[src/rtl/llc_input_sched_pkg.sv]
// Shared LLC types: source ids for the input scheduler.
// Bit positions of the grant vectors follow the llc_src_t encoding.
package llc_input_sched_pkg;

    typedef enum logic [2:0] {
        LLC_RSP        = 3'd0,
        LLC_RST_TB     = 3'd1,
        LLC_REQ        = 3'd2,
        LLC_DMA        = 3'd3,
        LLC_RES_RST    = 3'd4,
        LLC_RES_FLUSH  = 3'd5,
        LLC_RES_DMA_RD = 3'd6,
        LLC_RES_DMA_WR = 3'd7
    } llc_src_t;

    localparam int unsigned LLC_NSRC       = 8;
    localparam int unsigned LLC_STARVE_LIM = 4;

    function automatic llc_src_t llc_src_enc(input logic [LLC_NSRC-1:0] oh);
        llc_src_t s;
        s = LLC_RSP;
        for (int i = 0; i < LLC_NSRC; i++) begin
            if (oh[i]) s = llc_src_t'(i[2:0]);
        end
        return s;
    endfunction

endpackage

[src/rtl/llc_input_sched_if.sv]
// Source handshakes, reg-file flags/strobes and decoder slot
// of the LLC input scheduler.
interface llc_input_sched_if;
    import llc_input_sched_pkg::*;

    logic     rsp_valid;
    logic     rst_tb_valid;
    logic     req_valid;
    logic     dma_valid;
    logic     rsp_ready;
    logic     rst_tb_ready;
    logic     req_ready;
    logic     dma_ready;

    logic     rst_stall;
    logic     flush_stall;
    logic     req_stall;
    logic     recall_pending;
    logic     req_pending;
    logic     dma_read_pending;
    logic     dma_write_pending;

    logic     rst_to_resume_in_pipeline;
    logic     flush_to_resume_in_pipeline;
    logic     dma_read_to_resume_in_pipeline;
    logic     dma_write_to_resume_in_pipeline;
    logic     set_rst_to_resume_in_pipeline;
    logic     set_flush_to_resume_in_pipeline;
    logic     set_dma_read_to_resume_in_pipeline;
    logic     set_dma_write_to_resume_in_pipeline;

    logic     out_valid;
    llc_src_t out_sel;
    logic     out_ready;

    modport master (
        input  rsp_valid, rst_tb_valid, req_valid, dma_valid,
        output rsp_ready, rst_tb_ready, req_ready, dma_ready,
        input  rst_stall, flush_stall, req_stall,
        input  recall_pending, req_pending,
        input  dma_read_pending, dma_write_pending,
        input  rst_to_resume_in_pipeline,
        input  flush_to_resume_in_pipeline,
        input  dma_read_to_resume_in_pipeline,
        input  dma_write_to_resume_in_pipeline,
        output set_rst_to_resume_in_pipeline,
        output set_flush_to_resume_in_pipeline,
        output set_dma_read_to_resume_in_pipeline,
        output set_dma_write_to_resume_in_pipeline,
        output out_valid, out_sel,
        input  out_ready
    );

    modport slave (
        output rsp_valid, rst_tb_valid, req_valid, dma_valid,
        input  rsp_ready, rst_tb_ready, req_ready, dma_ready,
        output rst_stall, flush_stall, req_stall,
        output recall_pending, req_pending,
        output dma_read_pending, dma_write_pending,
        output rst_to_resume_in_pipeline,
        output flush_to_resume_in_pipeline,
        output dma_read_to_resume_in_pipeline,
        output dma_write_to_resume_in_pipeline,
        input  set_rst_to_resume_in_pipeline,
        input  set_flush_to_resume_in_pipeline,
        input  set_dma_read_to_resume_in_pipeline,
        input  set_dma_write_to_resume_in_pipeline,
        input  out_valid, out_sel,
        output out_ready
    );

endinterface

[src/rtl/llc_sched_prio.sv]
// Fixed-priority one-hot pick over the source eligibility vector.
// dma_over lets DMA beat REQ once the starvation limit is reached.
module llc_sched_prio
    import llc_input_sched_pkg::*;
(
    input  logic [LLC_NSRC-1:0] elig,
    input  logic                dma_over,
    output logic [LLC_NSRC-1:0] grant
);

    logic req_wins;

    assign req_wins = elig[LLC_REQ] && !(dma_over && elig[LLC_DMA]);

    always_comb begin
        grant = '0;
        priority case (1'b1)
            elig[LLC_RSP]:        grant[LLC_RSP]        = 1'b1;
            elig[LLC_RES_RST]:    grant[LLC_RES_RST]    = 1'b1;
            elig[LLC_RES_FLUSH]:  grant[LLC_RES_FLUSH]  = 1'b1;
            elig[LLC_RST_TB]:     grant[LLC_RST_TB]     = 1'b1;
            elig[LLC_RES_DMA_RD]: grant[LLC_RES_DMA_RD] = 1'b1;
            elig[LLC_RES_DMA_WR]: grant[LLC_RES_DMA_WR] = 1'b1;
            req_wins:             grant[LLC_REQ]        = 1'b1;
            elig[LLC_DMA]:        grant[LLC_DMA]        = 1'b1;
            default:              grant = '0;
        endcase
    end

endmodule

[src/rtl/llc_input_sched.sv]
// LLC input scheduler: picks one source per cycle into a registered
// slot toward the decoder, with resume strobes and DMA anti-starvation.
module llc_input_sched
    import llc_input_sched_pkg::*;
#(
    parameter int unsigned STARVE_LIM = LLC_STARVE_LIM
) (
    input  logic              clk,
    input  logic              rst,
    input  logic              rst_state,
    llc_input_sched_if.master io
);

    localparam int CW = $clog2(STARVE_LIM + 1);

    logic                out_valid_q;
    llc_src_t            out_sel_q;
    logic                hold_off;
    logic [CW-1:0]       starve_cnt;
    logic [LLC_NSRC-1:0] elig_raw;
    logic [LLC_NSRC-1:0] elig;
    logic [LLC_NSRC-1:0] pick;
    logic [LLC_NSRC-1:0] gnt;
    logic                block;
    logic                load_en;
    logic                dma_over;
    logic                no_stall;

    assign no_stall = !io.rst_stall && !io.flush_stall;

    always_comb begin
        elig_raw = '0;
        elig_raw[LLC_RSP] = io.rsp_valid;
        elig_raw[LLC_RES_RST] = io.rst_stall
            && !io.rst_to_resume_in_pipeline;
        elig_raw[LLC_RES_FLUSH] = io.flush_stall
            && !io.flush_to_resume_in_pipeline
            && !io.rst_stall;
        elig_raw[LLC_RST_TB] = io.rst_tb_valid
            && no_stall && !io.req_pending;
        elig_raw[LLC_RES_DMA_RD] = io.dma_read_pending
            && !io.dma_read_to_resume_in_pipeline
            && !io.recall_pending;
        elig_raw[LLC_RES_DMA_WR] = io.dma_write_pending
            && !io.dma_write_to_resume_in_pipeline
            && !io.recall_pending;
        elig_raw[LLC_REQ] = io.req_valid && !io.req_stall
            && !io.recall_pending && no_stall;
        elig_raw[LLC_DMA] = io.dma_valid
            && !io.dma_read_pending && !io.dma_write_pending
            && !io.recall_pending && no_stall;
    end

    // Reg-file flags lag a non-RSP pick by a cycle; only RSP may pass meanwhile.
    assign block = hold_off || (out_valid_q && out_sel_q != LLC_RSP);
    assign elig = block ? (elig_raw & LLC_NSRC'(1)) : elig_raw;
    assign dma_over = (starve_cnt == CW'(STARVE_LIM));
    assign load_en = (!out_valid_q || io.out_ready) && !rst_state;

    llc_sched_prio u_prio (
        .elig     (elig),
        .dma_over (dma_over),
        .grant    (pick)
    );

    assign gnt = pick & {LLC_NSRC{load_en}};

    assign io.rsp_ready    = gnt[LLC_RSP];
    assign io.rst_tb_ready = gnt[LLC_RST_TB];
    assign io.req_ready    = gnt[LLC_REQ];
    assign io.dma_ready    = gnt[LLC_DMA];
    assign io.set_rst_to_resume_in_pipeline       = gnt[LLC_RES_RST];
    assign io.set_flush_to_resume_in_pipeline     = gnt[LLC_RES_FLUSH];
    assign io.set_dma_read_to_resume_in_pipeline  = gnt[LLC_RES_DMA_RD];
    assign io.set_dma_write_to_resume_in_pipeline = gnt[LLC_RES_DMA_WR];

    assign io.out_valid = out_valid_q;
    assign io.out_sel   = out_sel_q;

    always_ff @(posedge clk or negedge rst) begin
        if (!rst) begin
            out_valid_q <= 1'b0;
            out_sel_q   <= LLC_RSP;
            hold_off    <= 1'b0;
            starve_cnt  <= '0;
        end else if (rst_state) begin
            out_valid_q <= 1'b0;
            out_sel_q   <= LLC_RSP;
            hold_off    <= 1'b0;
            starve_cnt  <= '0;
        end else begin
            if (load_en) begin
                out_valid_q <= |gnt;
                if (|gnt) out_sel_q <= llc_src_enc(gnt);
            end
            hold_off <= (|gnt) && !gnt[LLC_RSP];
            if (!elig_raw[LLC_DMA] || gnt[LLC_DMA]) begin
                starve_cnt <= '0;
            end else if (gnt[LLC_REQ] && !dma_over) begin
                starve_cnt <= starve_cnt + CW'(1);
            end
        end
    end

endmodule

[src/flat_wrapper.sv]
// flat-port wrapper written by rule: the top's interface ports become plain ports
module llc_input_sched_flat import llc_input_sched_pkg::*;
#(
    parameter int unsigned STARVE_LIM = LLC_STARVE_LIM
)
  (clk, rst, rst_state, io_rsp_valid, io_rst_tb_valid, io_req_valid, io_dma_valid, io_rsp_ready, io_rst_tb_ready, io_req_ready, io_dma_ready, io_rst_stall, io_flush_stall, io_req_stall, io_recall_pending, io_req_pending, io_dma_read_pending, io_dma_write_pending, io_rst_to_resume_in_pipeline, io_flush_to_resume_in_pipeline, io_dma_read_to_resume_in_pipeline, io_dma_write_to_resume_in_pipeline, io_set_rst_to_resume_in_pipeline, io_set_flush_to_resume_in_pipeline, io_set_dma_read_to_resume_in_pipeline, io_set_dma_write_to_resume_in_pipeline, io_out_valid, io_out_sel, io_out_ready);
  llc_input_sched_if io_i ();
  input  logic clk;
  input  logic rst;
  input  logic rst_state;
  input wire logic [$bits(io_i.rsp_valid)-1:0] io_rsp_valid;
  input wire logic [$bits(io_i.rst_tb_valid)-1:0] io_rst_tb_valid;
  input wire logic [$bits(io_i.req_valid)-1:0] io_req_valid;
  input wire logic [$bits(io_i.dma_valid)-1:0] io_dma_valid;
  output wire logic [$bits(io_i.rsp_ready)-1:0] io_rsp_ready;
  output wire logic [$bits(io_i.rst_tb_ready)-1:0] io_rst_tb_ready;
  output wire logic [$bits(io_i.req_ready)-1:0] io_req_ready;
  output wire logic [$bits(io_i.dma_ready)-1:0] io_dma_ready;
  input wire logic [$bits(io_i.rst_stall)-1:0] io_rst_stall;
  input wire logic [$bits(io_i.flush_stall)-1:0] io_flush_stall;
  input wire logic [$bits(io_i.req_stall)-1:0] io_req_stall;
  input wire logic [$bits(io_i.recall_pending)-1:0] io_recall_pending;
  input wire logic [$bits(io_i.req_pending)-1:0] io_req_pending;
  input wire logic [$bits(io_i.dma_read_pending)-1:0] io_dma_read_pending;
  input wire logic [$bits(io_i.dma_write_pending)-1:0] io_dma_write_pending;
  input wire logic [$bits(io_i.rst_to_resume_in_pipeline)-1:0] io_rst_to_resume_in_pipeline;
  input wire logic [$bits(io_i.flush_to_resume_in_pipeline)-1:0] io_flush_to_resume_in_pipeline;
  input wire logic [$bits(io_i.dma_read_to_resume_in_pipeline)-1:0] io_dma_read_to_resume_in_pipeline;
  input wire logic [$bits(io_i.dma_write_to_resume_in_pipeline)-1:0] io_dma_write_to_resume_in_pipeline;
  output wire logic [$bits(io_i.set_rst_to_resume_in_pipeline)-1:0] io_set_rst_to_resume_in_pipeline;
  output wire logic [$bits(io_i.set_flush_to_resume_in_pipeline)-1:0] io_set_flush_to_resume_in_pipeline;
  output wire logic [$bits(io_i.set_dma_read_to_resume_in_pipeline)-1:0] io_set_dma_read_to_resume_in_pipeline;
  output wire logic [$bits(io_i.set_dma_write_to_resume_in_pipeline)-1:0] io_set_dma_write_to_resume_in_pipeline;
  output wire logic [$bits(io_i.out_valid)-1:0] io_out_valid;
  output wire logic [$bits(io_i.out_sel)-1:0] io_out_sel;
  input wire logic [$bits(io_i.out_ready)-1:0] io_out_ready;
  assign io_i.rsp_valid = io_rsp_valid;
  assign io_i.rst_tb_valid = io_rst_tb_valid;
  assign io_i.req_valid = io_req_valid;
  assign io_i.dma_valid = io_dma_valid;
  assign io_rsp_ready = io_i.rsp_ready;
  assign io_rst_tb_ready = io_i.rst_tb_ready;
  assign io_req_ready = io_i.req_ready;
  assign io_dma_ready = io_i.dma_ready;
  assign io_i.rst_stall = io_rst_stall;
  assign io_i.flush_stall = io_flush_stall;
  assign io_i.req_stall = io_req_stall;
  assign io_i.recall_pending = io_recall_pending;
  assign io_i.req_pending = io_req_pending;
  assign io_i.dma_read_pending = io_dma_read_pending;
  assign io_i.dma_write_pending = io_dma_write_pending;
  assign io_i.rst_to_resume_in_pipeline = io_rst_to_resume_in_pipeline;
  assign io_i.flush_to_resume_in_pipeline = io_flush_to_resume_in_pipeline;
  assign io_i.dma_read_to_resume_in_pipeline = io_dma_read_to_resume_in_pipeline;
  assign io_i.dma_write_to_resume_in_pipeline = io_dma_write_to_resume_in_pipeline;
  assign io_set_rst_to_resume_in_pipeline = io_i.set_rst_to_resume_in_pipeline;
  assign io_set_flush_to_resume_in_pipeline = io_i.set_flush_to_resume_in_pipeline;
  assign io_set_dma_read_to_resume_in_pipeline = io_i.set_dma_read_to_resume_in_pipeline;
  assign io_set_dma_write_to_resume_in_pipeline = io_i.set_dma_write_to_resume_in_pipeline;
  assign io_out_valid = io_i.out_valid;
  assign io_out_sel = io_i.out_sel;
  assign io_i.out_ready = io_out_ready;
  llc_input_sched #(.STARVE_LIM(STARVE_LIM)) u_core (.clk(clk), .rst(rst), .rst_state(rst_state), .io(io_i));
endmodule
[config.mk]
export PLATFORM = sky130hd
export DESIGN_NAME = llc_input_sched_flat
export DESIGN_NICKNAME = d
export VERILOG_FILES = /design/src/rtl/llc_input_sched_pkg.sv /design/src/rtl/llc_input_sched_if.sv /design/src/rtl/llc_sched_prio.sv /design/src/rtl/llc_input_sched.sv /design/src/flat_wrapper.sv
export SDC_FILE = /design/constraint.sdc
export NUM_CORES = 1
export LEC_CHECK = 0
export ABC_AREA = 1
export BUFFER_PORTS_ARGS = -buffer_cell sky130_fd_sc_hd__buf_4
export CAP_MARGIN = 40
export CORE_UTILIZATION = 30
export DETAILED_ROUTE_END_ITERATION = 12
export GPL_TIMING_DRIVEN = 1
export SLEW_MARGIN = 20
export SYNTH_ARGS = -nofsm -noshare
export SYNTH_HDL_FRONTEND = slang
export SYNTH_HIERARCHICAL = 1
export SYNTH_SLANG_ARGS = --single-unit
export TNS_END_PERCENT = 5
[constraint.sdc]
create_clock -name clk -period 2.05 [get_ports clk]
set_clock_uncertainty 0.15 [all_clocks]
set_input_delay 0.205 -clock clk [delete_from_list [all_inputs] [get_ports clk]]
set_output_delay 0.205 -clock clk [all_outputs]
set_load 0.02 [all_outputs]
# Word level (Yosys, flattened, before mapping)
# Cells that the tools add are included.
[word_totals]
in_bits = 19
out_inout_bits = 12
wordCells = 109
register_bits = 8
[op_classes]
reduce_logical = 49
n_bitwise = 1
add_sub_neg = 1
eq_ne = 1
n_mux = 53
[ops]
columns = ["operator", "n"]
rows = [
  ["2-to-1 mux 1 bit", 40],
  ["2-to-1 mux 3 bit", 10],
  ["logical AND 1 bit", 23],
  ["zero test 1 bit", 17],
  ["AND 8 bit", 1],
  ["2-to-1 mux 8 bit", 1],
  ["OR reduction 8 bit", 1],
  ["nonzero test 3 bit", 2],
  ["2-to-1 mux 2 bit", 2],
  ["nonzero test 2 bit", 2],
  ["adder 3 x 1 -> 3 bit, second input constant", 1],
  ["equality test 3 bit, second input constant", 1],
  ["logical OR 1 bit", 3],
  ["AND reduction 2 bit", 1],
]

# Longest topological paths before layout
# Gate-level depths: netlist (run 1).
[logic_depth]
depth_word = 27
depth_mapped = 15
ltp_nobuf = 15

# By module
# Netlist (run 1), hierarchy kept.
[modules_own_cells]
columns = ["mod", "cells_per_inst", "seq_area_each_um2", "instances", "area_per_inst_um2"]
rows = [
  ["llc_input_sched", 94, 200.2, 1, 629.4],
  ["llc_sched_prio", 20, 0.0, 1, 92.6],
]

# Worst setup path before layout (run 1)
# No wires, ideal clock.
[synth_timing]
path_kind = "register to register"
from = "register u_core.out_sel_q[1] (netlist: u_core/io.out_sel[1])"
to = "register u_core.out_sel_q[0] (netlist: u_core/io.out_sel[0])"
path_slack_ns = -0.116
period_less_slack_ns = 2.166
setup_time_ns = 0.125
arrival_time_ns = 1.891
path_buffers = 0
stages_incl_launch_ff = 13
t_required_ns = 1.775
path_cell_list = "dfrtp_1 nor2_1 nand2_1 a21oi_1 nand2_1 nor3b_1 inv_1 nor2_1 inv_1 nor2_1 inv_1 nand2_1 nand3_1"
[synth_between]
elab_cells_between_ends = 56
classes_between = "46 x mux; 1 x bitwise; 9 x reduce/logical"
[synth_rtl]
columns = ["element", "line", "text"]
rows = [
  ["from (decl)", "llc_input_sched.sv:17", "llc_src_t out_sel_q;"],
  ["from (signal assigned)", "llc_input_sched.sv:94", "if (|gnt) out_sel_q <= llc_src_enc(gnt);"],
  ["nonzero test 3 bit *", "llc_input_sched.sv:55", "assign block = hold_off || (out_valid_q && out_sel_q != LLC_RSP);"],
  ["logical AND 1 bit *", "llc_input_sched.sv:55", ""],
  ["logical OR 1 bit *", "llc_input_sched.sv:55", ""],
  ["2-to-1 mux 8 bit *", "llc_input_sched.sv:56", "assign elig = block ? (elig_raw & LLC_NSRC'(1)) : elig_raw;"],
  ["via u_core.elig[6]", "llc_input_sched.sv:21", "logic [LLC_NSRC-1:0] elig;"],
  ["2-to-1 mux 1 bit * (5 in series)", "llc_sched_prio.sv:17", "priority case (1'b1)"],
  ["via u_core.pick[6]", "llc_input_sched.sv:22", "logic [LLC_NSRC-1:0] pick;"],
  ["AND 8 bit *", "llc_input_sched.sv:66", "assign gnt = pick & {LLC_NSRC{load_en}};"],
  ["via io_set_dma_read_to_resume_in_pipeline", "flat_wrapper.sv:32", "output wire logic [$bits(io_i.set_dma_read_to_resume_in_pipeline)-1:0] io_set_dma_read_to_resume_in_pipeline;"],
  ["2-to-1 mux 3 bit (2 in series)", "llc_input_sched_pkg.sv:23", "if (oh[i]) s = llc_src_t'(i[2:0]);"],
  ["2-to-1 mux 3 bit", "llc_input_sched.sv:94", ""],
  ["2-to-1 mux 3 bit", "llc_input_sched.sv:92", "if (load_en) begin"],
  ["2-to-1 mux 3 bit", "llc_input_sched.sv:86", "end else if (rst_state) begin"],
]
# Mark *: on every way through the listed nets, which the timed path passes. The rest lies on a longest branch. The select of a mux whose other input is x is not followed.
# A chain may end at the register's enable or synchronous reset.

# Final worst setup path (run 1)
[layout_timing]
from = "register u_core.out_sel_q[1] (netlist: u_core/io.out_sel[1])"
to = "output io_dma_ready"
[layout_between]
elab_chain_len = 15
elab_cells_between_ends = 16
classes_between = "9 x mux; 1 x bitwise; 6 x reduce/logical"
[layout_lines]
columns = ["element", "line", "text"]
rows = [
  ["nonzero test 3 bit *", "llc_input_sched.sv:55", ""],
  ["logical AND 1 bit *", "llc_input_sched.sv:55", ""],
  ["logical OR 1 bit *", "llc_input_sched.sv:55", ""],
  ["2-to-1 mux 8 bit *", "llc_input_sched.sv:56", ""],
  ["via u_core.elig[3]", "llc_input_sched.sv:21", ""],
  ["logical AND 1 bit", "llc_sched_prio.sv:13", "assign req_wins = elig[LLC_REQ] && !(dma_over && elig[LLC_DMA]);"],
  ["zero test 1 bit", "llc_sched_prio.sv:13", ""],
  ["logical AND 1 bit", "llc_sched_prio.sv:13", ""],
  ["2-to-1 mux 1 bit * (7 in series)", "llc_sched_prio.sv:17", ""],
  ["via u_core.pick[3]", "llc_input_sched.sv:22", ""],
  ["AND 8 bit *", "llc_input_sched.sv:66", ""],
  ["to (decl)", "flat_wrapper.sv:18", "output wire logic [$bits(io_i.dma_ready)-1:0] io_dma_ready;"],
]
# Mark *: on every way through the listed nets, which the timed path passes. The rest lies on a longest branch.

==> flow_metrics.py, run 1 <==
metrics = {
    "run_status": {
        "outcome": "finished with violations",
        "violations": "negative setup slack",
    },
    "drt": {
        "initialDrtViolationCount": 17,
        "drt_pass1_iterations": 4,
        "dr_total_vias": 890,
        "drt-total-wl_mm": 2.16,
        "ant_nets": 0,
        "drc_errors": 0,
        "avgRoutedWirePerCell_um": 11.4,
        "viasPerCell": 4.68,
    },
    "power_and_ir_drop": {
        "p_leak_nw": 0.626,
        "pwr_density_cell_nw_per_um2": 393,
        "peakVddDrop_mv": 0.340,
        "p_total_w": 0.000489,
    },
    "setup_path": {
        "end_kind": "output port",
        "crit_slowest_cell": "dfrtp_1",
        "worstPathRequired_ns": 1.69,
        "path_buf_inv": 4,
        "critPathMostFrequentCell": "nand2_1",
        "timing.rr.end": "u_core/io.out_sel[0]",
        "arrival_ns": 1.90,
        "crit_chain": "nor2_1 -> nand2_1 -> a21oi_2 -> inv_2 -> buf_6 -> nor2_4 -> nand2_2 -> nand2_2 -> nand2_1 -> nor2_2 -> nand2_1 -> inv_2 -> buf_6",
        "worstSetupPathType": "reg -> out",
        "start_kind": "flop",
        "r2r_start": "u_core/io.out_sel[1]",
        "cp_slowest_stage_delay_ns": 0.37,
        "r2r_cells": 18,
        "crit_fanout": 4,
        "cp_top_family": "simple AND/OR/NAND/NOR gates",
        "worst-r2r-setup-slack_ns": -0.21,
    },
    "floorplanning": {
        "fp.dieW_um": 51.1,
        "start_util": 0.323,
        "num_rows": 17,
        "dieArea_um2": 2610,
        "core-area_um2": 2230,
        "die_h_um": 51.1,
        "ios": 31,
    },
    "timing": {
        "setup_viol": 15,
        "max_freq_mhz": 443,
        "tns_ns": -1.83,
        "hold_violations": 0,
        "period_needed_ns": 2.26,
        "tightest_slew_ns": 0.356,
        "rsz0062_at_grt": "true",
        "fin_crit_sh": 1.10,
        "drv_slew": 0,
        "relSlewSlack": 0.763,
        "whs_ns": 0.0570,
        "setup_slack_ns": -0.209,
    },
    "cts": {
        "cts_tree": "done",
        "clock-sinks": 8,
        "htree_levels": 1,
        "clkTransAtPathRegs_ns": 0.05,
        "cts_root_buf": "clkbuf_4",
        "clock_latency_ns": 0.24,
        "cts_buffer_depth": 2,
        "numCtsBuffers": 3,
    },
    "min_path": {
        "worstHoldStart": "rst_state",
        "hold_depth": 2,
        "min_to": "u_core/io.out_valid",
        "min_path_type": "in -> reg",
    },
    "global_routing": {
        "grt_usage": 0.171,
        "grt_max_degree": 11,
        "globalRouteOverflowTotal": 0,
        "antenna_found_initial": 0,
        "grt_pass1_vias": 816,
        "grt_pass1_wl_mm": 3.34,
    },
    "logic_synthesis": {
        "synthCells": 114,
        "yosysTopAreaCell": "dfrtp_1",
        "synth.distinct_cells": 23,
        "synth_fp_nets": 135,
        "synthesis.area_um2": 722,
        "synth_area_leaders": "dfrtp_1 28%, nand2_1 12%, inv_1 12%",
        "synth_top_cell_area_share": 0.277,
        "yosysSeqAreaShare": 0.277,
        "synth_warnings": 6,
        "synth_seq_cells": 8,
        "syn_avg_cell_area_um2": 6.33,
    },
    "cells_and_area": {
        "fin_nets": 185,
        "final_layout_size_suffix_gt1_frac": 0.519,
        "utilization": 0.557,
        "final_common_cell": "buf_4",
        "final_area_um2": 1240,
        "syn_to_final_growth_pct": 72.4,
        "n_antenna_cell": 0,
        "layout_common_cells": "42 x buf_4, 20 x inv_1, 19 x nand2_1",
    },
    "placed_design": {
        "dp_hpwl_mm": 1.66,
        "post_dp_cell_area_um2": 1050,
        "portBuffers": 30,
        "gp_congestion": 0.829,
    },
    "job": {
        "maxCapViolations": 0,
    },
}
[cell usage after synthesis (all sizes together)]
library cell	number
clkinv	1
ha	2
and3	1
inv	24
nand3	9
o211ai	3
nor2	21
nand2	27
nor4	1
o21ai	3
nor3b	2
nand4	2
buf	1
nor3	4
a21oi	5
dfrtp	8
[final cells by class]
cell class | instances | area (µm²)
clock buffers | 3 | 22.5
fillers | 212 | 988
inverters | 25 | 98.8
multi-input cells | 80 | 529
flip-flops and latches | 8 | 200
well taps | 28 | 35.0
repair buffers | 46 | 359
[logic make-up (layout without fill, tap and decap cells)]
| group | count (synthesis) | in the layout | share of synthesized area |
|---|---|---|---|
| simple gates | 67 | 67 | 0.445 |
| buf+inv | 26 | 74 | 0.142 |
| compound gates | 11 | 11 | 0.101 |
| flops | 8 | 8 | 0.277 |
| fa+ha+maj | 2 | 2 | 0.0347 |
[state kept, by name, indices dropped and copies added (netlist names)]
signal and count:
u_core/hold_off 1, u_core/io.out_sel 3, u_core/io.out_valid 1, u_core/starve_cnt 3
[stage by stage]
| stage | setup WS, ns | std cells |
|---|---|---|
| 2_1_floorplan | -0.00418 | 114 |
| 3_3_place_gp | -0.124 | 180 |
| 3_5_place_dp | -0.151 | 180 |
| 4_1_cts | -0.178 | 189 |
| 5_1_grt | -0.350 | 190 |
| 6_report | -0.209 | 190 |
[how the worst max path moves through the flow]
stage | from | endpoint | slack, ns | cells after the start
2_1_floorplan | u_core/io.out_sel[1] | u_core/io.out_valid | -0.004 | 12
3_3_place_gp | u_core/io.out_sel[1] | u_core/io.out_valid | -0.12 | 11
3_5_place_dp | u_core/io.out_sel[1] | u_core/io.out_valid | -0.15 | 12
4_1_cts | u_core/io.out_sel[0] | io_set_dma_write_to_resume_in_pipeline | -0.18 | 10
5_1_grt | u_core/io.out_sel[1] | u_core/io.out_sel[0] | -0.35 | 18
6_report | u_core/io.out_sel[1] | io_dma_ready | -0.21 | 13
[where the power goes]
group	internal, W	total (W)	switching (W)
Sequential	0.000168	0.000174	0.00000577
Clock	0.0000663	0.000110	0.0000437
Combinational	0.0000920	0.000205	0.000113
Total	0.000326	0.000489	0.000163
[routing by layer]
layer  up-vias  share of wire  global-route usage
met4         0          0.019              0.0787
met2        38           0.49               0.283
met1       395           0.43               0.216
li1        453              -                   -
met5         -              0                   0
met3         4          0.061              0.0268
[what timing repair did]
item,CTS,global route
hold buffers,1,0
pin swaps,8,8
endpoints found under the hold margin,8,0
setup buffers,5,1
gates resized for setup,20,12
setup endpoints to repair,15,15
Note: power is estimated with default switching activity, not from simulation.
==> inputs of run 2 (changes only) <==
--- a/config.mk
+++ b/config.mk
@@ -8,9 +8,12 @@
 export ABC_AREA = 1
 export BUFFER_PORTS_ARGS = -buffer_cell sky130_fd_sc_hd__buf_4
 export CAP_MARGIN = 40
+export CORE_MARGIN = 2
 export CORE_UTILIZATION = 30
 export DETAILED_ROUTE_END_ITERATION = 12
 export GPL_TIMING_DRIVEN = 1
+export HOLD_SLACK_MARGIN = 0.03
+export PLACE_DENSITY = 0.69
 export SLEW_MARGIN = 20
 export SYNTH_ARGS = -nofsm -noshare
 export SYNTH_HDL_FRONTEND = slang
==> run 2 against run 1 <==
  * The flow still finishes with violations (negative setup slack)
  * Flip-flop and latch count is the same
  * Final cell count fell by 3.2%
  * Utilization decreased by 3.0 points
  * Hold slack lost 0.0036 ns
  * Critical path depth down 3
  * Critical path type unchanged
  * Critical endpoint is now io_set_dma_read_to_resume_in_pipeline
==> flow_metrics.py, run 2 (synthesized netlist as in run 1, its figures left out) <==
metrics = {
    "setup_path": {
        "crit_fanout": 3,
        "worstSetupPathType": "reg -> out",
        "crit_slowest_cell": "dfrtp_1",
        "arrival_ns": 1.88,
        "crit_chain": "nor2_1 -> nand2_1 -> a21oi_2 -> nand2_2 -> nor3b_2 -> inv_1 -> nor2_2 -> inv_2 -> nor2_4 -> buf_4",
        "cp_top_family": "simple AND/OR/NAND/NOR gates",
        "end_kind": "output port",
        "start_kind": "flop",
        "cp_slowest_stage_delay_ns": 0.38,
        "path_buf_inv": 3,
        "worst-r2r-setup-slack_ns": -0.12,
        "worstPathRequired_ns": 1.69,
    },
    "floorplanning": {
        "dieArea_um2": 2810,
        "num_rows": 17,
        "die_h_um": 53.1,
        "core-area_um2": 2230,
        "fp.dieW_um": 53.1,
        "ios": 31,
        "start_util": 0.323,
    },
    "drt": {
        "drc_errors": 0,
        "drt-total-wl_mm": 2.14,
        "dr_total_vias": 890,
        "initialDrtViolationCount": 20,
        "ant_nets": 0,
        "drt_pass1_iterations": 4,
        "avgRoutedWirePerCell_um": 11.6,
        "viasPerCell": 4.84,
    },
    "timing": {
        "relSlewSlack": 0.769,
        "period_needed_ns": 2.24,
        "rsz0062_at_grt": "true",
        "tns_ns": -1.73,
        "fin_crit_sh": 1.09,
        "setup_viol": 15,
        "hold_violations": 0,
        "tightest_slew_ns": 0.346,
        "drv_slew": 0,
        "setup_slack_ns": -0.186,
        "max_freq_mhz": 447,
        "whs_ns": 0.0534,
    },
    "cts": {
        "cts_buffer_depth": 2,
        "htree_levels": 1,
        "numCtsBuffers": 3,
        "clock-sinks": 8,
        "cts_tree": "done",
        "cts_root_buf": "clkbuf_4",
        "clkTransAtPathRegs_ns": 0.05,
        "clock_latency_ns": 0.24,
    },
    "cells_and_area": {
        "layout_common_cells": "37 x buf_4, 21 x nand2_1, 18 x inv_1",
        "n_antenna_cell": 0,
        "final_common_cell": "buf_4",
        "fin_cells": 184,
        "syn_to_final_growth_pct": 63.3,
        "utilization": 0.528,
        "final_layout_size_suffix_gt1_frac": 0.513,
        "n_fill_cell": 231,
        "fin_nets": 179,
    },
    "placed_design": {
        "gp_congestion": 0.844,
        "portBuffers": 30,
        "place_inst": 178,
        "dp_hpwl_mm": 1.71,
    },
    "min_path": {
        "min_path_type": "in -> reg",
    },
    "power_and_ir_drop": {
        "peakVddDrop_mv": 0.349,
        "p_leak_nw": 0.593,
        "p_total_w": 0.000473,
        "pwr_density_cell_nw_per_um2": 402,
    },
    "global_routing": {
        "grt_max_degree": 11,
        "grt_pass1_vias": 847,
        "antenna_found_initial": 0,
        "grt_usage": 0.163,
        "grt_pass1_wl_mm": 3.40,
        "globalRouteOverflowTotal": 0,
    },
    "run_status": {
        "outcome": "finished with violations",
        "violations": "negative setup slack",
    },
    "job": {
        "maxCapViolations": 0,
    },
}
[run 2: worst reg2reg max path: cells and delay by family (launching register included)]
| family | cells | cell delay [ns] |
|---|---|---|
| buffers and inverters | 1 | 0.11 |
| flip-flops | 1 | 0.38 |
| AO/OA/AOI/OAI | 2 | 0.36 |
| AND/OR/NAND/NOR | 10 | 1.10 |
[run 2: repair_timing]
action,CTS,global route
hold buffers,1,0
cloned,0,0
hold endpoints to repair,8,0
endpoints found under the setup margin,15,15
setup buffers,0,2
pin swaps,1,15
gates resized for setup,12,18
[run 2: final timing paths]
kind	endpoint	startpoint	cells past startpoint
setup reg to reg	u_core/io.out_sel[1]	u_core/io.out_sel[0]	13
hold reg to reg	u_core/starve_cnt[2]	u_core/starve_cnt[2]	2
max in group asynchronous	u_core/starve_cnt[0]	rst	2
setup / recovery	io_set_dma_read_to_resume_in_pipeline	u_core/io.out_sel[0]	10
min in group asynchronous	u_core/io.out_sel[1]	rst	2
hold / removal	u_core/io.out_valid	rst_state	2
[run 2: per-stage QoR]
step	instance area, µm²	worst slack (ns)
6_report	1180	-0.186
5_1_grt	1180	-0.306
4_1_cts	1120	-0.178
3_5_place_dp	1040	-0.163
3_3_place_gp	1040	-0.0748
2_1_floorplan	734	-0.00418
[run 2: area by class of cell]
| type | count | area (µm²) | share of cell area |
|---|---|---|---|
| clock buffer | 3 | 22.5 | 0.0191 |
| inverter | 25 | 95.1 | 0.0807 |
| multi-input combinational | 80 | 515 | 0.437 |
| sequential | 8 | 200 | 0.170 |
| tap | 28 | 35.0 | 0.0297 |
| timing repair buffer | 40 | 310 | 0.263 |
[run 2: report_power, final]
group	total [W]	switching, W	internal [W]
logic	0.000185	0.000106	0.0000786
registers	0.000174	0.00000612	0.000168
clock network	0.000115	0.0000480	0.0000666
total	0.000473	0.000160	0.000313
[run 2: routing by layer]
layer / GRT usage / up-vias / routed length, µm
met3: 0.0254 / 4 / 121
li1: - / 447 / -
met1: 0.189 / 402 / 849
met2: 0.294 / 37 / 1150
met5: 0 / - / 0
met4: 0.0641 / 0 / 21
